==> src/rtl/fa_serial_ctrl.sv <==
// ============================================================================
// Module   : fa_serial_ctrl
// Brief    : Bit-serial WIDTH-bit adder sequencer driving one shared full-adder
//            core, LSB first. Optional subtract path under `SEQ_SUB_EN.
// Revision : 1.0
// ============================================================================
`default_nettype none

module fa_serial_ctrl #(
    parameter int WIDTH  = 3,
    parameter int FA_LAT = 1
) (
    input  logic             clk,
    input  logic             rst_n,
    input  logic             i_in_valid,
    output logic             o_in_ready,
    input  logic [WIDTH-1:0] i_in_a,
    input  logic [WIDTH-1:0] i_in_b,
    input  logic             i_in_cin,
`ifdef SEQ_SUB_EN
    input  logic             i_in_sub,
`endif
    output logic             o_out_valid,
    input  logic             i_out_ready,
    output logic [WIDTH-1:0] o_out_sum,
    output logic             o_out_cout,
    output logic             o_busy,
    output logic             o_fa_a,
    output logic             o_fa_b,
    output logic             o_fa_c,
    input  logic             i_fa_s,
    input  logic             i_fa_c_out
);

    localparam int              c_IW       = (WIDTH > 1) ? $clog2(WIDTH) : 1;
    localparam logic [c_IW-1:0] c_LAST_IDX = c_IW'(WIDTH - 1);
    localparam logic [c_IW-1:0] c_IDX_ONE  = c_IW'(1);
    localparam logic [1:0]      c_CNT_INIT = 2'(FA_LAT - 1);

    localparam logic [1:0] c_IDLE  = 2'd0;
    localparam logic [1:0] c_ISSUE = 2'd1;
    localparam logic [1:0] c_WAIT  = 2'd2;
    localparam logic [1:0] c_DONE  = 2'd3;

    logic [1:0]       r_state;
    logic [1:0]       w_next;
    logic [WIDTH-1:0] r_a;
    logic [WIDTH-1:0] r_b;
    logic             r_sub;
    logic             r_carry;
    logic [WIDTH-1:0] r_sum;
    logic [c_IW-1:0]  r_idx;
    logic [1:0]       r_cnt;

    logic             r_in_ready;
    logic             r_out_valid;
    logic [WIDTH-1:0] r_out_sum;
    logic             r_out_cout;
    logic             r_busy;
    logic             r_fa_a;
    logic             r_fa_b;
    logic             r_fa_c;

    logic             w_sub_in;
    logic             w_capture;
    logic             w_last;
    logic             w_fa_a;
    logic             w_fa_b;
    logic             w_fa_c;
    logic [WIDTH-1:0] w_sum_cap;

`ifdef SEQ_SUB_EN
    assign w_sub_in = i_in_sub;
`else
    assign w_sub_in = 1'b0;
`endif

    assign w_capture = (r_state == c_WAIT) && (r_cnt == 2'd0);
    assign w_last    = (r_idx == c_LAST_IDX);

    // State register plus all registered outputs and datapath
    always_ff @(posedge clk or negedge rst_n) begin
        if (!rst_n) begin
            r_state     <= c_IDLE;
            r_a         <= '0;
            r_b         <= '0;
            r_sub       <= 1'b0;
            r_carry     <= 1'b0;
            r_sum       <= '0;
            r_idx       <= '0;
            r_cnt       <= 2'd0;
            r_in_ready  <= 1'b1;
            r_out_valid <= 1'b0;
            r_out_sum   <= '0;
            r_out_cout  <= 1'b0;
            r_busy      <= 1'b0;
            r_fa_a      <= 1'b0;
            r_fa_b      <= 1'b0;
            r_fa_c      <= 1'b0;
        end else begin
            r_state     <= w_next;
            r_in_ready  <= (w_next == c_IDLE);
            r_busy      <= (w_next != c_IDLE);
            r_out_valid <= (w_next == c_DONE);
            r_fa_a      <= w_fa_a;
            r_fa_b      <= w_fa_b;
            r_fa_c      <= w_fa_c;
            case (r_state)
                c_IDLE: begin
                    if (i_in_valid) begin
                        r_a     <= i_in_a;
                        r_b     <= i_in_b;
                        r_sub   <= w_sub_in;
                        r_carry <= w_sub_in | i_in_cin;
                        r_idx   <= '0;
                    end
                end
                c_ISSUE: r_cnt <= c_CNT_INIT;
                c_WAIT: begin
                    if (w_capture) begin
                        r_sum   <= w_sum_cap;
                        r_carry <= i_fa_c_out;
                        if (w_last) begin
                            r_out_sum  <= w_sum_cap;
                            r_out_cout <= i_fa_c_out;
                        end else begin
                            r_idx <= r_idx + c_IDX_ONE;
                        end
                    end else begin
                        r_cnt <= r_cnt - 2'd1;
                    end
                end
                default: ;
            endcase
        end
    end

    always_comb begin
        w_next = r_state;
        case (r_state)
            c_IDLE:  if (i_in_valid) w_next = c_ISSUE;
            c_ISSUE: w_next = c_WAIT;
            c_WAIT:  if (w_capture) w_next = w_last ? c_DONE : c_ISSUE;
            c_DONE:  if (i_out_ready) w_next = c_IDLE;
            default: w_next = c_IDLE;
        endcase
    end

    // Core inputs change only on leaving ISSUE, so they are stable for the whole WAIT
    always_comb begin
        w_fa_a    = 1'b0;
        w_fa_b    = 1'b0;
        w_fa_c    = 1'b0;
        w_sum_cap = r_sum;
        w_sum_cap[r_idx] = i_fa_s;
        if (r_state == c_ISSUE) begin
            w_fa_a = r_a[r_idx];
            w_fa_b = r_b[r_idx] ^ r_sub;
            w_fa_c = r_carry;
        end else if (r_state == c_WAIT && w_next != c_DONE) begin
            w_fa_a = r_fa_a;
            w_fa_b = r_fa_b;
            w_fa_c = r_fa_c;
        end
    end

    assign o_in_ready  = r_in_ready;
    assign o_out_valid = r_out_valid;
    assign o_out_sum   = r_out_sum;
    assign o_out_cout  = r_out_cout;
    assign o_busy      = r_busy;
    assign o_fa_a      = r_fa_a;
    assign o_fa_b      = r_fa_b;
    assign o_fa_c      = r_fa_c;

endmodule

`default_nettype wire

==> config.mk <==
export PLATFORM = sky130hd
export DESIGN_NAME = fa_serial_ctrl
export DESIGN_NICKNAME = d
export VERILOG_FILES = /design/src/rtl/fa_serial_ctrl.sv
export SDC_FILE = /design/constraint.sdc
export NUM_CORES = 1
export LEC_CHECK = 0
export CORE_MARGIN = 2
export CORE_UTILIZATION = 23
export DETAILED_ROUTE_END_ITERATION = 10
export HOLD_SLACK_MARGIN = 0.05
export SLEW_MARGIN = 10
export SYNTH_ARGS = -nofsm -noshare
export SYNTH_HDL_FRONTEND = slang
export SYNTH_SLANG_ARGS = --single-unit
==> constraint.sdc <==
create_clock -name clk -period 1.85 [get_ports clk]
set_clock_uncertainty 0.1 [all_clocks]
set_input_delay 0.2775 -clock clk [delete_from_list [all_inputs] [get_ports clk]]
set_output_delay 0.2775 -clock clk [all_outputs]
set_load 0.03 [all_outputs]
==> key figures <==
Run status
  – Status: completed

Logic synthesis
  – Syn Nets: 119
  – Synthesized flop and latch total: 25
  – Synthesized instance count: 102
  – Main combinational cell family by area after synthesis: simple AND/OR/NAND/NOR gates
  – Largest cells by area after synthesis: dfrtp_1, mux2_2, ha_1
  – Fraction of the mapped netlist area in simple logic gates: 0.1408
  – Yosys top cell area share: 0.4933
  – FFs w/ async S/R, synth: 1.000
  – Most instantiated cells after synthesis: dfrtp_1, nand2_1, inv_1, mux2_2
  – Most common cell in the netlist: dfrtp_1
  – Avg Synthesized Cell Area: 11.94 um2
  – Post-synthesis xor/xnor area fraction: 0
  – Post-synthesis mux area share: 0.1398
  – Top cell type by total area after synthesis: dfrtp_1
  – Post-Synth Adder-Cell Area: 0.04111
  – Number of synthesized flops with an enable pin: 0
  – Ys flop type: dfrtp_1
  – Compound-Gate Fraction of Synth Area: 0.1161
  – Post-synth cell types: 32
  – Synthesis Warnings: 0
  – Cell Area, Synth: 1217 um2
  – Seq/Total Area, Yosys: 0.5149

STA
  – Fmax: 586.3 MHz
  – Transition time of the tightest slew-check pin: 545.9 ps
  – Fin crit share: 0.9219
  – Setup TNS Final: 0 ps
  – RSZ-0062 raised after global routing: false
  – Tmin final: ~1700 ps
  – Hold Fails Final Rpt: 0
  – Finish-stage setup viols: 0
  – Worst slew margin: 0.6361
  – Final Max Tran Viols: 0

Final layout
  – Antenna cell count: 0
  – Area grow syn2layout: 28.16%
  – Utilization after layout: 0.3055
  – Final Net Count: approximately 150
  – Final cell count without fillers: 197
  – Filler instances: 543
  – Layout cells sized above 1: 0.1654

Global route
  – Vias in the first global route: 868
  – GR peak layer: met2
  – Global Route Usage Sum: 0.08840
  – Met2 Usage GRT: 0.1614
  – First-pass GRT wire length: 4064 um
  – M3 GR Usage: 0.02588
  – Initial antenna violation count: 0
  – GRT met1 Usage: 0.09590
  – Largest net degree at the start of global routing: 26
  – Gr ovfl total: 0

Floorplanning
  – Row cnt: 26
  – Die Area: 5891 um2
  – Die width: 76.76 um
  – Ports: 23
  – Die height: 76.76 um
  – Starting Density: 0.2384
  – Core area: 5107 um2

Routing
  – DRT iter0 DRCs: 75
  – DRT antenna net count: 0
  – Wire per inst: 12.59 um
  – Drt pass-1 iters: 4
  – Via count: a little over 800
  – Vias per Instance: around 4.1
  – Final WL: 2480 um
  – DRC errors left: 0

Critical path
  – CP max FO: 2
  – Largest delay share family, worst path: buffers and inverters
  – CP Cell Sequence: clkdlybuf4s50_1
  – Slowest-stage cell, CP: clkdlybuf4s50_1
  – Arr. time, crit path: 1330 ps
  – CP endpoint kind: output pin
  – CP bufs+invs: 1
  – Worst EP required: 1470 ps
  – Crit path launch type: flop
  – Setup CP Type: flop to output pin
  – Crit path largest cell delay: approximately 680 ps

Pwr
  – Leakage: 0.6666 nW
  – VDD IR max: 0.3717 mV
  – Pwr dens: 1584 nW/um2

Worst hold path
  – Type of the worst min-delay path: primary input to async pin

Placed design
  – Post-DP HPWL: 1885 um
  – I/O Buffers: 22
  – # placed instances: 193
  – Routability congestion estimate: 0.7297

Clock network
  – Clk root buf: clkbuf_8
  – Clock Sinks: 25
  – H-tree depth: 1
  – Num CTS Buffers: 3
  – Max Root-Sink Buffers: 2
  – Worst-Skew Late Latency: 280 ps
  – Clk pin slew, worst setup/hold paths: approximately 90 ps
  – CTS tree: done

Flow run
  – Max_cap viols: 0
## cell type report
type,count,area (um2),share of cell area
timing repair buffer,24,234.0,0.1500
clock inverter,1,7.507,0.004812
inverter,8,30.03,0.01925
multi-input combinational,66,533.0,0.3416
sequential,25,626.9,0.4018
tap,70,87.58,0.05613
clock buffer,3,41.29,0.02646
## metrics by stage
stage / power [W] / hold slack [ps] / cell area (um2) / setup slack, ps
after global routing: 0.002645 / 297.5 / 1560 / 37.55
final: 0.002471 / 265.4 / 1560 / 144.5
after detailed placement: 0.002168 / 370.1 / 1513 / 80.70
after CTS: 0.002512 / 269.9 / 1560 / 121.8
after floorplan: 0.001810 / -118.1 / 1217 / 322.1
after global placement: 0.002124 / 363.5 / 1513 / 117.5
## cells in the final DEF (no fill, tap or decap), types with 3 or more instances in the layout
cell type,Yosys,final
nand2_1,12,12
o21ai_0,5,5
nor2_1,4,4
mux2_2,8,8
mux2i_1,5,5
dfrtp_1,24,24
clkdlybuf4s50_1,0,21
ha_1,4,4
a21oi_1,3,3
clkbuf_8,0,3
inv_1,8,8
## cell families after synthesis
family,after synthesis
AOI/OAI and AO/OA,20
buffers and inverters,11
muxes,15
adders and majority gates,4
and+or+nand+nor,27
DFF,25
## power by group
part	internal, W	switching [W]	total, W
Combinational	0.000571	0.000552	0.00112
Sequential	0.000794	0.000218	0.00101
Clock	0.000153	0.000184	0.000337
Total	0.00152	0.000953	0.00247
## routing by layer
metal,routed length (um),up-vias,part of all wire
met4,40,0,0.016
met5,0,-,0
met1,1050,391,0.42
met3,121,3,0.049
li1,-,401,-
met2,1268,21,0.51
## worst paths after layout
kind / endpoint / slack, ps / depth (start not counted) / start
max in group asynchronous: o_in_ready / 1090 / 2 / rst_n
min in group clk: o_out_sum[1] / 380 / 2 / o_out_sum[1]
worst min register to register: o_out_sum[1] / 380 / 2 / o_out_sum[1]
worst max register to register: o_in_ready / 180 / 5 / r_idx[0]
worst min-delay path: o_out_sum[1] / 270 / 2 / rst_n
worst max-delay path: o_fa_c / 140 / 1 / o_fa_c
## sequential cells by signal (all words and copies together) (netlist names)
signal and flops:
o_busy 1, o_fa_a 1, o_fa_b 1, o_fa_c 1, o_in_ready 1, o_out_cout 1
o_out_sum 3, o_out_valid 1, r_a 3, r_b 3, r_carry 1, r_cnt 2
r_idx 2, r_state 2, r_sum 2
## repair_timing
action / CTS / global route
buffers inserted: 0 / 0
endpoints found under the setup margin: 1 / 0
gates resized for setup: 1 / 0
hold buffers: 0 / 0
No activity file was read; power rests on OpenSTA's default activity.
